[src/rtl/video_pkg.sv]
// Shared timing defaults, capture-state type and a window helper for the
// pixel scanout slice.
package video_pkg;

  localparam int unsigned DEF_H_ACTIVE     = 16;
  localparam int unsigned DEF_H_TOTAL      = 24;
  localparam int unsigned DEF_H_SYNC_START = 18;
  localparam int unsigned DEF_H_SYNC_LEN   = 2;
  localparam int unsigned DEF_V_ACTIVE     = 16;
  localparam int unsigned DEF_V_TOTAL      = 20;
  localparam int unsigned DEF_V_SYNC_START = 17;
  localparam int unsigned DEF_V_SYNC_LEN   = 1;
  localparam int unsigned DEF_LATENCY      = 2;

  localparam int unsigned PIX_W = 4;
  localparam int unsigned IDX_W = 8;

  typedef enum logic [1:0] {
    IDLE    = 2'd0,
    WAIT    = 2'd1,
    CAPTURE = 2'd2
  } cap_state_e;

  // True when pos lies in [start, start+len).
  function automatic logic in_window(input int unsigned pos,
                                     input int unsigned start,
                                     input int unsigned len);
    return (pos >= start) && (pos < start + len);
  endfunction

endpackage

[src/rtl/line_buffer.sv]
// Two-bank ping-pong line store: one write port and one asynchronous read
// port, each with its own bank select; both banks clear on reset.
module line_buffer
  import video_pkg::*;
#(
  parameter int unsigned DEPTH = DEF_H_ACTIVE,
  parameter int unsigned AW    = 4
) (
  input  logic             clk,
  input  logic             rst_n,
  input  logic             wr_en,
  input  logic             wr_bank,
  input  logic [AW-1:0]    wr_addr,
  input  logic [PIX_W-1:0] wr_data,
  input  logic             rd_bank,
  input  logic [AW-1:0]    rd_addr,
  output logic [PIX_W-1:0] rd_data
);

  logic [PIX_W-1:0] mem_q [2][DEPTH];
  logic [PIX_W-1:0] mem_d [2][DEPTH];

  always_comb begin
    mem_d = mem_q;
    if (wr_en) begin
      mem_d[wr_bank][wr_addr] = wr_data;
    end
  end

  always_ff @(posedge clk or negedge rst_n) begin
    if (!rst_n) begin
      mem_q <= '{default: '0};
    end else begin
      mem_q <= mem_d;
    end
  end

  assign rd_data = mem_q[rd_bank][rd_addr];

endmodule

[src/rtl/pixel_scanout.sv]
// Raster timing generator with line-fill requests and ping-pong line capture.
// Optional SCANOUT_BORDER_EN: drive borderColor instead of 0 outside the active area.
module pixel_scanout
  import video_pkg::*;
#(
  parameter int unsigned H_ACTIVE     = DEF_H_ACTIVE,
  parameter int unsigned H_TOTAL      = DEF_H_TOTAL,
  parameter int unsigned H_SYNC_START = DEF_H_SYNC_START,
  parameter int unsigned H_SYNC_LEN   = DEF_H_SYNC_LEN,
  parameter int unsigned V_ACTIVE     = DEF_V_ACTIVE,
  parameter int unsigned V_TOTAL      = DEF_V_TOTAL,
  parameter int unsigned V_SYNC_START = DEF_V_SYNC_START,
  parameter int unsigned V_SYNC_LEN   = DEF_V_SYNC_LEN,
  parameter int unsigned LATENCY      = DEF_LATENCY,
  parameter int unsigned CHECK_TIMING = 1
) (
  input  logic             clk,
  input  logic             resetN,
  output logic             lineStarting,
  output logic [IDX_W-1:0] lineIndex,
  input  logic [PIX_W-1:0] pixelIn,
  output logic [PIX_W-1:0] pixelOut,
  output logic             pixelValid,
  output logic             hSyncN,
  output logic             vSyncN,
  input  logic [PIX_W-1:0] borderColor,
  output logic             fillUnderrun
);

  localparam int unsigned HW = (H_TOTAL  > 1) ? $clog2(H_TOTAL)  : 1;
  localparam int unsigned VW = (V_TOTAL  > 1) ? $clog2(V_TOTAL)  : 1;
  localparam int unsigned AW = (H_ACTIVE > 1) ? $clog2(H_ACTIVE) : 1;
  localparam int unsigned LW = $clog2(LATENCY + 1);

  if ((CHECK_TIMING != 0) && (LATENCY + H_ACTIVE > H_TOTAL)) begin : g_bad_timing
    $error("pixel_scanout: LATENCY + H_ACTIVE exceeds H_TOTAL (unsupported)");
  end
  if (LATENCY < 1) begin : g_bad_latency
    $error("pixel_scanout: LATENCY must be at least 1");
  end

  logic [HW-1:0]    hcnt_q, hcnt_d;
  logic [VW-1:0]    vcnt_q, vcnt_d;
  logic [VW-1:0]    next_line;
  logic             wbank_q, wbank_d;
  logic             line_start_q, line_start_d;
  logic [IDX_W-1:0] line_index_q, line_index_d;
  cap_state_e       state_q, state_d;
  logic [LW-1:0]    lat_cnt_q, lat_cnt_d;
  logic [AW-1:0]    cap_idx_q, cap_idx_d;
  logic             underrun_q, underrun_d;
  logic [PIX_W-1:0] pix_out_q, pix_out_d;
  logic             pix_valid_q, pix_valid_d;
  logic             hsync_n_q, hsync_n_d;
  logic             vsync_n_q, vsync_n_d;
  logic             wr_en;
  logic [PIX_W-1:0] rd_data;
  logic [PIX_W-1:0] border_fill;

`ifdef SCANOUT_BORDER_EN
  assign border_fill = borderColor;
`else
  logic unused_border;
  assign unused_border = ^borderColor;
  assign border_fill   = '0;
`endif

  // Raster counters, fill request and bank toggle.
  always_comb begin
    hcnt_d    = hcnt_q + HW'(1);
    vcnt_d    = vcnt_q;
    next_line = (32'(vcnt_q) == V_TOTAL - 1) ? '0 : vcnt_q + VW'(1);
    if (32'(hcnt_q) == H_TOTAL - 1) begin
      hcnt_d = '0;
      vcnt_d = next_line;
    end
    line_start_d = (hcnt_q == '0) && (32'(next_line) < V_ACTIVE);
    line_index_d = line_start_d ? IDX_W'(next_line) : line_index_q;
    wbank_d      = wbank_q ^ line_start_d;
  end

  // Capture FSM; a new request always wins and restarts the countdown.
  always_comb begin
    state_d   = state_q;
    lat_cnt_d = lat_cnt_q;
    cap_idx_d = cap_idx_q;
    wr_en     = 1'b0;
    if (line_start_q) begin
      state_d   = (LATENCY == 1) ? CAPTURE : WAIT;
      lat_cnt_d = LW'(LATENCY - 1);
      cap_idx_d = '0;
    end else begin
      case (state_q)
        IDLE: ;
        WAIT: begin
          if (lat_cnt_q == LW'(1)) begin
            state_d = CAPTURE;
          end else begin
            lat_cnt_d = lat_cnt_q - LW'(1);
          end
        end
        CAPTURE: begin
          wr_en = 1'b1;
          if (32'(cap_idx_q) == H_ACTIVE - 1) begin
            state_d = IDLE;
          end else begin
            cap_idx_d = cap_idx_q + AW'(1);
          end
        end
        default: state_d = IDLE;
      endcase
    end
    // state_d is the FSM state during the cycle the new request is visible.
    underrun_d = line_start_d && (state_d != IDLE);
  end

  always_comb begin
    pix_valid_d = (32'(hcnt_q) < H_ACTIVE) && (32'(vcnt_q) < V_ACTIVE);
    pix_out_d   = pix_valid_d ? rd_data : border_fill;
    hsync_n_d   = !in_window(32'(hcnt_q), H_SYNC_START, H_SYNC_LEN);
    vsync_n_d   = !in_window(32'(vcnt_q), V_SYNC_START, V_SYNC_LEN);
  end

  always_ff @(posedge clk or negedge resetN) begin
    if (!resetN) begin
      hcnt_q       <= '0;
      vcnt_q       <= '0;
      wbank_q      <= 1'b0;
      line_start_q <= 1'b0;
      line_index_q <= '0;
      state_q      <= IDLE;
      lat_cnt_q    <= '0;
      cap_idx_q    <= '0;
      underrun_q   <= 1'b0;
      pix_out_q    <= '0;
      pix_valid_q  <= 1'b0;
      hsync_n_q    <= 1'b1;
      vsync_n_q    <= 1'b1;
    end else begin
      hcnt_q       <= hcnt_d;
      vcnt_q       <= vcnt_d;
      wbank_q      <= wbank_d;
      line_start_q <= line_start_d;
      line_index_q <= line_index_d;
      state_q      <= state_d;
      lat_cnt_q    <= lat_cnt_d;
      cap_idx_q    <= cap_idx_d;
      underrun_q   <= underrun_d;
      pix_out_q    <= pix_out_d;
      pix_valid_q  <= pix_valid_d;
      hsync_n_q    <= hsync_n_d;
      vsync_n_q    <= vsync_n_d;
    end
  end

  line_buffer #(
    .DEPTH (H_ACTIVE),
    .AW    (AW)
  ) u_line_buffer (
    .clk     (clk),
    .rst_n   (resetN),
    .wr_en   (wr_en),
    .wr_bank (wbank_q),
    .wr_addr (cap_idx_q),
    .wr_data (pixelIn),
    .rd_bank (~wbank_q),
    .rd_addr (hcnt_q[AW-1:0]),
    .rd_data (rd_data)
  );

  assign lineStarting = line_start_q;
  assign lineIndex    = line_index_q;
  assign pixelOut     = pix_out_q;
  assign pixelValid   = pix_valid_q;
  assign hSyncN       = hsync_n_q;
  assign vSyncN       = vsync_n_q;
  assign fillUnderrun = underrun_q;

endmodule
[config.mk]
export PLATFORM = sky130hd
export DESIGN_NAME = pixel_scanout
export DESIGN_NICKNAME = d
export VERILOG_FILES = /design/src/rtl/video_pkg.sv /design/src/rtl/line_buffer.sv /design/src/rtl/pixel_scanout.sv
export SDC_FILE = /design/constraint.sdc
export NUM_CORES = 1
export LEC_CHECK = 0
export CELL_PAD_IN_SITES_DETAIL_PLACEMENT = 0
export CELL_PAD_IN_SITES_GLOBAL_PLACEMENT = 1
export CORE_MARGIN = 3
export CORE_UTILIZATION = 56
export DETAILED_ROUTE_END_ITERATION = 10
export PLACE_DENSITY_LB_ADDON = 0.1
export SLEW_MARGIN = 20
export SYNTH_ARGS = -nofsm -noshare
export SYNTH_HDL_FRONTEND = slang
export SYNTH_HIERARCHICAL = 1
export SYNTH_SLANG_ARGS = --single-unit
[constraint.sdc]
create_clock -name clk -period 5.7 [get_ports clk]
set_input_delay 1.14 -clock clk [delete_from_list [all_inputs] [get_ports clk]]
set_output_delay 1.14 -clock clk [all_outputs]
set_load 0.01 [all_outputs]
==> reports/summary.txt, run 1 <==
Area of all placed cells without fillers -> 0.00834 sq mm
1st-pass router iterations -> 5
Minimum clock period -> 2.87 ns
CTS root buffer -> clkbuf_16
Critical path class -> reg2reg
Setup slack on the worst flop-to-flop path -> 2.83 ns
Area contributors post-synth -> dfrtp_1 53%, mux2_2 20%, mux4_2 12%
Final-report setup violation count -> 0
Commonest non-fill, non-tap cell in the layout -> dfrtp_1
Leftover overflow at the end of global routing -> 0
Asr flop ratio synth -> 1.00
Largest area contributor in the synthesized netlist -> dfrtp_1
Worst Path Required -> 6.00 ns
Post-DRT Antenna Nets -> 0
Unrepaired setup endpoints after global routing -> no
Inserted Clock Buffers -> 17
Global router's overall resource usage -> 0.216
Routed via count divided by cell count -> 5.86
Sequential-to-total area share from yosys stat -> 0.542
Number of synthesized flops with an enable pin -> 0
Routed wire length -> 14500 um
Share of layout cells above drive strength 1 -> 0.414
DP Wirelength -> 9410 um
Worst-path clk slew -> 0.06 ns
Peak supply drop -> 259 uV
DRC marker count from the first detailed-route iteration -> 306
Distinct cell type count of the synthesized netlist -> 42
Average cell area after synthesis -> 14.7 sq um
Sum of negative setup slack -> 0 ns
Cell area after technology mapping -> 0.00744 sq mm
Largest net degree at the start of global routing -> 71
Total of hold buffers inserted after clock tree synthesis -> 0
Number of cells produced by synthesis -> 506
Cell area reported after detailed placement -> 0.00774 sq mm
Post-CTS sizing -> 0
Type of destination of the critical path -> register
Routed length per instance -> 20.6 um
Worst reg2reg path depth -> 5
Worst-case headroom to the max-slew limit -> 0.438
Global placer's final weighted congestion -> 0.745
Worst Setup Start Kind -> register
Maximum fanout count along the critical path -> 8
Power per standard cell area -> 301 mW/mm^2
Worst slack on hold paths -> 0.496 ns
CTS tree -> done
Endpoint of the most critical setup path -> u_line_buffer/mem_q[49]$_DFFE_PN0P_
Post-synthesis sequential element count -> 161
Core region area -> 0.0128 sq mm
Synthesis Warnings -> 6
Period utilization -> 0.503
Starting Density -> 0.580
Total number of clock tree sinks -> 161
Antenna diode instance count -> 0
Outcome -> complete, no violations
Latest clock arrival within the worst-skew pair -> 0.43 ns
Clock tree buffer depth -> 2
H-tree Lvls -> 4
R2r endpoint -> u_line_buffer/mem_q[49]$_DFFE_PN0P_
IO Port Bufs -> 19
Slew of the pin with the lowest slew margin -> 0.843 ns
First element of the critical path -> state_q[1]$_DFF_PN0_
Fin. max-slew vios -> 0
Crit path arrival time -> 3.17 ns
Area added between synthesis and finish -> 12.1%
Top cell type's share of synthesized area -> 0.535
Postcts setup bufs -> 0
Highest-count cells in the layout ignoring fill and taps -> 158 x dfrtp_1, 133 x mux2_2, 40 x mux4_2
DRC violation count after routing -> 0
Overall Power -> 2.51 mW
I/O pin count -> 27
Initial antenna violation count -> 0
Die ar. -> 0.0147 sq mm
Die X-Extent -> 121 um
Count of max-cap constraint violations -> 0
Clock skew -> 0.0120 ns
Vias in the first global route -> 4292
Commonest register cell after synthesis -> dfrtp_1
Leakage Power -> 3.40 nW
Die extent in y -> 121 um
Post-route core utilization -> 0.650
Critical R2R Launch -> state_q[1]$_DFF_PN0_
Number of placement rows -> 41
Wire length of the first global-routing pass -> 23700 um
Hold/Removal Path Class -> reg2reg
Hold Vio Cnt, Final -> 0
Vias post-DR -> 4135
Highest achievable clock rate -> 0.348 GHz
Net count of the finished layout -> 537
[cell type report]
class,instances,area [sq um]
fill,953,4490
sequential,161,4030
multi-input combinational,310,3240
clock buffer,23,488
tap,172,215
timing repair buffer,23,201
clock inverter,9,129
inverter,8,30.0
[layer usage]
layer	vias up	routed length, um	GRT usage
li1	1874	-	-
met1	2167	6770	0.312
met2	81	6990	0.328
met3	13	550	0.0438
met4	0	227	0.0784
met5	-	0	0
[synthesized netlist by cell type, types with 2 or more instances]
cell type / number
a21o_1: 2
a21oi_1: 7
and2_1: 5
and3_1: 3
buf_1: 4
buf_4: 3
buf_6: 3
clkbuf_1: 18
dfrtp_1: 159
dfstp_2: 2
ha_1: 6
inv_1: 8
mux2_2: 133
mux2_4: 2
mux2i_1: 2
mux4_2: 40
nand2_1: 20
nand2b_1: 7
nand3_1: 6
nand3b_1: 2
nand4b_1: 3
nor2_1: 26
nor2b_1: 9
nor3_1: 7
nor4bb_1: 2
o21ai_0: 5
xnor2_1: 4
xor2_1: 4
[sequential cells by signal, indices dropped and copies added (netlist names)]
register             cells
u_line_buffer/mem_q    128
hcnt_q                   5
lineIndex                5
vcnt_q                   5
cap_idx_q                4
pixelOut                 4
lat_cnt_q                2
state_q                  2
fillUnderrun             1
hSyncN                   1
lineStarting             1
pixelValid               1
vSyncN                   1
wbank_q                  1
[stage by stage]
step	worst slack [ns]	std cells
2_1_floorplan	3.50	508
3_3_place_gp	2.88	674
3_5_place_dp	2.83	674
4_1_cts	2.84	706
5_1_grt	2.65	706
6_report	2.83	706
[report_power, final]
group | internal, mW | switching [mW] | leakage [nW] | total [mW]
clock network | 0.734 | 0.442 | 0.299 | 1.18
logic | 0.0614 | 0.0573 | 1.22 | 0.119
registers | 1.19 | 0.0230 | 1.88 | 1.21
total | 1.99 | 0.522 | 3.40 | 2.51
[cells by family (layout without fill, tap and decap cells)]
family                     Yosys count  count (layout)  share of synthesized area
AOI/OAI and AO/OA                   19              19                     0.0168
xor gates and xnor gates             8               8                    0.00942
adders and majority gates            6               6                     0.0101
buffers and inverters               37              63                     0.0234
DFF                                161             161                      0.542
muxes                              177             177                      0.329
other                                1               3                   0.000504
and+or+nand+nor                     97              97                     0.0688
[worst max-delay path, cell delays in order (launching register included)]
cell	delay, ns
dfrtp_1	0.36
nor2b_1	0.27
nor2b_1	0.54
nor4bb_1	0.67
nor2b_1	0.51
mux2_2	0.39
[how the worst min path moves through the flow]
stage	from	end	cells past startpoint
after floorplan	hcnt_q[0]$_DFF_PN0_	hcnt_q[0]$_DFF_PN0_	1
after global placement	lineIndex[4]$_DFFE_PN0P_	lineIndex[4]$_DFFE_PN0P_	1
after detailed placement	lineIndex[4]$_DFFE_PN0P_	lineIndex[4]$_DFFE_PN0P_	1
after CTS	lineIndex[4]$_DFFE_PN0P_	lineIndex[4]$_DFFE_PN0P_	1
after global routing	u_line_buffer/mem_q[53]$_DFFE_PN0P_	u_line_buffer/mem_q[53]$_DFFE_PN0P_	1
final	lineIndex[4]$_DFFE_PN0P_	lineIndex[4]$_DFFE_PN0P_	1
No activity file was read; power rests on OpenSTA's default activity.
==> run 2, diff against run 1 <==
--- a/config.mk
+++ b/config.mk
@@ -8,7 +8,7 @@
 export CELL_PAD_IN_SITES_DETAIL_PLACEMENT = 0
 export CELL_PAD_IN_SITES_GLOBAL_PLACEMENT = 1
 export CORE_MARGIN = 3
-export CORE_UTILIZATION = 56
+export CORE_UTILIZATION = 47
 export DETAILED_ROUTE_END_ITERATION = 10
 export PLACE_DENSITY_LB_ADDON = 0.1
 export SLEW_MARGIN = 20
==> constraint.sdc (replaced) <==
create_clock -name clk -period 2.55 [get_ports clk]
set_input_delay 0.51 -clock clk [delete_from_list [all_inputs] [get_ports clk]]
set_output_delay 0.51 -clock clk [all_outputs]
set_load 0.01 [all_outputs]
==> run 2 against run 1 <==
Effect of this change: first-iteration DRC count down 35%; clock power rose by 120%; routed wire length grew 4.1%; clock-buffer cell count fell by 5; final cell count grew 8.5%; critical endpoint is now pixelOut[2]$_DFF_PN0_.
==> reports/summary.txt, run 2 (synthesis gave the netlist of run 1 again) <==
Final-report setup violation count -> 0 (unchanged)
Latest clock arrival within the worst-skew pair -> 0.42 ns (about the same)
DRC marker count from the first detailed-route iteration -> 198 (-35%)
Library cell appearing most often on the critical path -> mux4_2
Starting Density -> 0.484 (-0.0961)
Count of max-cap constraint violations -> 0 (unchanged)
Leakage Power -> 3.51 nW (+3.4%)
Antenna diode instance count -> 0 (unchanged)
Slowest stage cell on the critical path -> mux4_2
Die ar. -> 0.0174 sq mm (+18%)
Net count of the finished layout -> 558 (+3.9%)
Register ranked first by flip-flop count -> u_line_buffer/mem_q
Total number of clock tree sinks -> 161 (unchanged)
Type of destination of the critical path -> register
Global router's overall resource usage -> 0.189 (-0.0267)
Slew of the pin with the lowest slew margin -> 0.550 ns (-0.293 ns)
Clock skew -> 0.00729 ns (-0.00468 ns)
Number of buffers and inverters on the critical path -> 1 (+1)
Crit-path leading delay family -> multiplexers
H-tree Lvls -> 4 (unchanged)
Routed via count divided by cell count -> 5.50 (-6.1%)
Die extent in y -> 132 um (+8.7%)
Setup slack on the worst flop-to-flop path -> 0.28 ns (-2.55 ns)
Outcome -> complete, no violations
Vias post-DR -> 4211 (+1.8%)
1st-pass router iterations -> 4 (-1)
Global placer's final weighted congestion -> 0.796 (+6.9%)
Highest-count cells in the layout ignoring fill and taps -> 158 x dfrtp_1, 133 x mux2_2, 40 x mux4_2
Worst Path Required -> 2.86 ns (-3.14 ns)
Met3 capacity usage during global routing -> 0.0427 (-0.00107)
Routed wire length -> 15100 um (+4.1%)
Largest net degree at the start of global routing -> 58 (-18%)
Area of all placed cells without fillers -> 0.00862 sq mm (+3.3%)
Global-route track usage on met1 -> 0.261 (-0.0511)
Die X-Extent -> 132 um (+8.7%)
Share of layout cells above drive strength 1 -> 0.434 (+0.0204)
Critical path's largest stage delay -> 0.58 ns (-0.09 ns)
Total of hold buffers inserted after clock tree synthesis -> 0 (unchanged)
Period utilization -> 0.892 (+0.388)
Unrepaired setup endpoints after global routing -> no
Commonest non-fill, non-tap cell in the layout -> dfrtp_1
Core region area -> 0.0154 sq mm (+20%)
Initial antenna violation count -> 0 (unchanged)
Worst-case headroom to the max-slew limit -> 0.633 (+0.195)
Fillers -> 1260 (+32%)
Sum of negative setup slack -> 0 ns (unchanged)
Critical path class -> reg2reg
GR met2 Demand/Resource -> 0.295 (-0.0331)
Peak supply drop -> 461 uV (+78%)
GR peak layer -> met2
DP Wirelength -> 10300 um (+9.8%)
Area added between synthesis and finish -> 15.8%
Wire length of the first global-routing pass -> 25400 um (+6.9%)
Post-DRT Antenna Nets -> 0 (unchanged)
Worst slack at placement -> 0.196 ns (-2.64 ns)
Hold/Removal Path Class -> in2async
Final Worst Setup Slack -> 0.276 ns (-2.55 ns)
Hold Vio Cnt, Final -> 0 (unchanged)
Cell area reported after detailed placement -> 0.00800 sq mm (+3.3%)
CTS tree -> done
Power per standard cell area -> 655 mW/mm^2 (+120%)
Highest achievable clock rate -> 0.440 GHz (+26%)
Routed length per instance -> 19.8 um (-4.1%)
Number of placement rows -> 45 (+9.8%)
Post-route core utilization -> 0.561 (-0.0895)
Crit path arrival time -> 2.58 ns (-0.59 ns)
Max FFs per register -> 128 (unchanged)
IO Port Bufs -> 19 (unchanged)
Inserted Clock Buffers -> 17 (unchanged)
Worst slack on hold paths -> 0.0451 ns (-0.451 ns)
Worst Setup Start Kind -> register
DRC violation count after routing -> 0 (unchanged)
CTS root buffer -> clkbuf_16
Worst-path clk slew -> 0.07 ns (about the same)
I/O pin count -> 27 (unchanged)
Clock tree buffer depth -> 2 (unchanged)
Vias in the first global route -> 4501 (+4.9%)
Minimum clock period -> 2.27 ns (-0.596 ns)
Maximum fanout count along the critical path -> 12 (+4)
Leftover overflow at the end of global routing -> 0 (unchanged)
Fin. max-slew vios -> 0 (unchanged)
Cell-by-cell listing of the critical path -> buf_4 -> mux4_2 -> mux4_2 -> mux2_2 -> and2_1
run 2: final timing paths:
path,start,end,cells after the start
max,hcnt_q[0]$_DFF_PN0_,pixelOut[2]$_DFF_PN0_,5
min,resetN,lat_cnt_q[1]$_DFFE_PN0P_,1
max reg2reg,hcnt_q[0]$_DFF_PN0_,pixelOut[2]$_DFF_PN0_,5
min reg2reg,lineIndex[4]$_DFFE_PN0P_,lineIndex[4]$_DFFE_PN0P_,1
max in group asynchronous,resetN,hSyncN$_DFF_PN1_,2
min in group clk,lineIndex[4]$_DFFE_PN0P_,lineIndex[4]$_DFFE_PN0P_,1
run 2: final cells by class:
cell class              count  area (sq um)  area share
clock inverters            14           178      0.0206
flip-flops and latches    161          4030       0.468
repair buffers             44           429      0.0498
well taps                 211           264      0.0306
inverters                   8          30.0     0.00348
multi-input cells         310          3240       0.377
clock buffers              18           439      0.0510
run 2: layer usage:
metal  vias to the layer above  part of all wire
li1                       1903                 -
met1                      2216              0.47
met4                         0             0.017
met5                         -                 0
met3                        23             0.034
met2                        69              0.48
run 2: report_power, final:
part / leakage, nW / internal, mW / switching [mW]
registers: 1.88 / 2.66 / 0.0520
logic: 1.34 / 0.150 / 0.131
clock network: 0.290 / 1.58 / 1.07
total: 3.51 / 4.39 / 1.25
run 2: metrics by stage:
stage	cells	total power, mW
2_1_floorplan	508	2.91
6_report	766	5.64
3_3_place_gp	734	3.03
5_1_grt	766	5.87
4_1_cts	766	5.71
3_5_place_dp	734	3.05
run 2: repair_timing:
item,4_1_cts,5_1_grt
setup buffers,0,0
resized for setup,0,1
setup endpoints to repair,0,5
==> run 3, diff against run 2 <==
--- a/config.mk
+++ b/config.mk
@@ -10,7 +10,7 @@
 export CORE_MARGIN = 3
 export CORE_UTILIZATION = 47
 export DETAILED_ROUTE_END_ITERATION = 10
-export PLACE_DENSITY_LB_ADDON = 0.1
+export PLACE_DENSITY = 0.86
 export SLEW_MARGIN = 20
 export SYNTH_ARGS = -nofsm -noshare
 export SYNTH_HDL_FRONTEND = slang
==> run 3 against run 2 <==
Effect of this change: critical path depth is 1 higher; sequential share of layout area hardly changed; die area stayed put; register-to-register slack worse by 0.10 ns; worst hold slack worse by 0.036 ns; sequential power hardly changed; global-route usage is 0.56 points lower; clock-buffer cell count is 6 higher; routed wire length is 1.7% lower; final cell count is 0.52% lower; first-iteration DRC count is 11% higher; core utilization hardly changed; critical endpoint is now u_line_buffer/mem_q[81]$_DFFE_PN0P_; largest power group is now clock.
==> reports/summary.txt, run 3 (synthesis gave the netlist of run 1 again) <==
Hold/Removal Path Class -> in2async
Share of layout cells above drive strength 1 -> 0.425 (-0.00955)
Sequential power share -> 0.474 (-0.007)
DRC marker count from the first detailed-route iteration -> 219 (+11%)
Fin. max-slew vios -> 0 (unchanged)
Power dissipated by switching net loads -> 1.17 mW (-6.3%)
Routed via count divided by cell count -> 5.62 (+2.2%)
Commonest non-fill, non-tap cell in the layout -> dfrtp_1
Die ar. -> 0.0174 sq mm (unchanged)
Worst Setup Start Kind -> register
Antenna diode instance count -> 0 (unchanged)
Register ranked first by flip-flop count -> u_line_buffer/mem_q
Unrepaired setup endpoints after global routing -> no
Die extent in y -> 132 um (unchanged)
H-tree Lvls -> 4 (unchanged)
Largest net degree at the start of global routing -> 49 (-16%)
Starting Density -> 0.484 (unchanged)
Critical path class -> reg2reg
Highest achievable clock rate -> 0.421 GHz (-4.4%)
Type of destination of the critical path -> register
Hold Vio Cnt, Final -> 0 (unchanged)
Post-route core utilization -> 0.560 (about the same)
Post-CTS sizing -> 0 (unchanged)
Final Worst Setup Slack -> 0.172 ns (-0.104 ns)
Highest-count cells in the layout ignoring fill and taps -> 158 x dfrtp_1, 133 x mux2_2, 40 x mux4_2
Postcts setup bufs -> 0 (unchanged)
Worst-case headroom to the max-slew limit -> 0.618 (-0.0158)
Area added between synthesis and finish -> 15.7% (about the same)
Global placer's final weighted congestion -> 0.812 (+2.0%)
Leftover overflow at the end of global routing -> 0 (unchanged)
Inserted Clock Buffers -> 17 (unchanged)
CTS tree -> done
Post-DRT Antenna Nets -> 0 (unchanged)
I/O pin count -> 27 (unchanged)
IO Port Bufs -> 19 (unchanged)
Area of combinational cells with multiple inputs -> 0.00324 sq mm (unchanged)
Count of max-cap constraint violations -> 0 (unchanged)
Vias in the first global route -> 4520 (+0.42%)
Vias post-DR -> 4280 (+1.6%)
1st-pass router iterations -> 4 (unchanged)
Clock skew -> 0.00747 ns (+0.000177 ns)
Crit path arrival time -> 2.69 ns (+0.11 ns)
Minimum clock period -> 2.38 ns (+0.104 ns)
Initial antenna violation count -> 0 (unchanged)
Final-report setup violation count -> 0 (unchanged)
Outcome -> complete, no violations
Peak supply drop -> 479 uV (+3.9%)
Latest clock arrival within the worst-skew pair -> 0.43 ns (about the same)
Combinational share of power -> 0.049 (about the same)
Slew of the pin with the lowest slew margin -> 0.573 ns (+0.0237 ns)
Sum of negative setup slack -> 0 ns (unchanged)
Number of placement rows -> 45 (unchanged)
Wire length of the first global-routing pass -> 24700 um (-2.7%)
CTS root buffer -> clkbuf_16
Leakage Power -> 3.51 nW (about the same)
Max FFs per register -> 128 (unchanged)
Die X-Extent -> 132 um (unchanged)
Internal cell power -> 4.56 mW (+3.7%)
Fillers -> 1189 (-5.6%)
Seq. cell area -> 0.00403 sq mm (unchanged)
Switching power share of the total -> 0.205 (-0.0172)
Clock network fraction of total power -> 0.477 (+0.007)
Worst-path clk slew -> 0.06 ns (about the same)
Total of hold buffers inserted after clock tree synthesis -> 0 (unchanged)
DRC violation count after routing -> 0 (unchanged)
Routed wire length -> 14900 um (-1.7%)
Core region area -> 0.0154 sq mm (unchanged)
Maximum fanout count along the critical path -> 5 (-7)
Power per standard cell area -> 665 mW/mm^2 (+1.6%)
Period utilization -> 0.933 (+0.0409)
Clock tree buffer depth -> 2 (unchanged)
Total number of clock tree sinks -> 161 (unchanged)
Global router's overall resource usage -> 0.183 (-0.00565)
Net count of the finished layout -> 554 (-0.72%)
Worst Path Required -> 2.86 ns (about the same)
DP Wirelength -> 10100 um (-2.4%)
Routed length per instance -> 19.5 um (-1.1%)
Worst slack on hold paths -> 0.00874 ns (-0.0364 ns)
Worst slack at placement -> 0.156 ns (-0.0398 ns)
run 3: path summary, 6_finish.rpt:
| kind | cells past startpoint | end | from | slack (ns) |
|---|---|---|---|---|
| min in group clk | 1 | lineIndex[4]$_DFFE_PN0P_ | lineIndex[4]$_DFFE_PN0P_ | 0.50 |
| max in group asynchronous | 2 | u_line_buffer/mem_q[76]$_DFFE_PN0P_ | resetN | 1.86 |
| max reg2reg | 6 | u_line_buffer/mem_q[81]$_DFFE_PN0P_ | state_q[1]$_DFF_PN0_ | 0.17 |
| min | 1 | fillUnderrun$_DFF_PN0_ | resetN | 0.009 |
| min reg2reg | 1 | lineIndex[4]$_DFFE_PN0P_ | lineIndex[4]$_DFFE_PN0P_ | 0.50 |
| max | 6 | u_line_buffer/mem_q[81]$_DFFE_PN0P_ | state_q[1]$_DFF_PN0_ | 0.17 |
run 3: power by group through the flow:
stage                     registers (mW)  clock network (mW)  logic [mW]
after floorplan                     2.74                   0       0.170
after global placement              2.75                   0       0.271
after detailed placement            2.76                   0       0.285
after CTS                           2.71                2.79       0.286
after global routing                2.73                2.90       0.308
final                               2.71                2.73       0.281
run 3: critical path, stage by stage, from the launching register on:
cell and delay, ns:
dfrtp_1 0.37, nor2b_1 0.27, nor2b_1 0.33, nor4bb_1 0.33, buf_4 0.19, nor2b_1 0.38, mux2_2 0.39
run 3: per-layer routing:
layer | share of wire | routed length (um) | up-vias | GRT usage
met5 | 0 | 0 | - | 0
met4 | 0.011 | 170 | 0 | 0.0653
met3 | 0.037 | 550 | 14 | 0.0412
met2 | 0.49 | 7300 | 92 | 0.286
met1 | 0.46 | 6870 | 2270 | 0.256
li1 | - | - | 1904 | -
run 3: through the flow:
step / total power [mW] / cell area (sq um) / cells
global placement: 3.02 / 7970 / 730
detailed placement: 3.05 / 7970 / 730
floorplan: 2.91 / 7450 / 508
finish: 5.73 / 8610 / 762
global route: 5.94 / 8610 / 762
CTS: 5.79 / 8610 / 762
run 3: cell type report:
class                           instances  area share
Multi-Input combinational cell        310       0.377
Timing Repair Buffer                   40      0.0464
Tap cell                              211      0.0307
Inverter                                8     0.00349
Clock inverter                          8      0.0173
Sequential cell                       161       0.468
Clock buffer                           24      0.0571
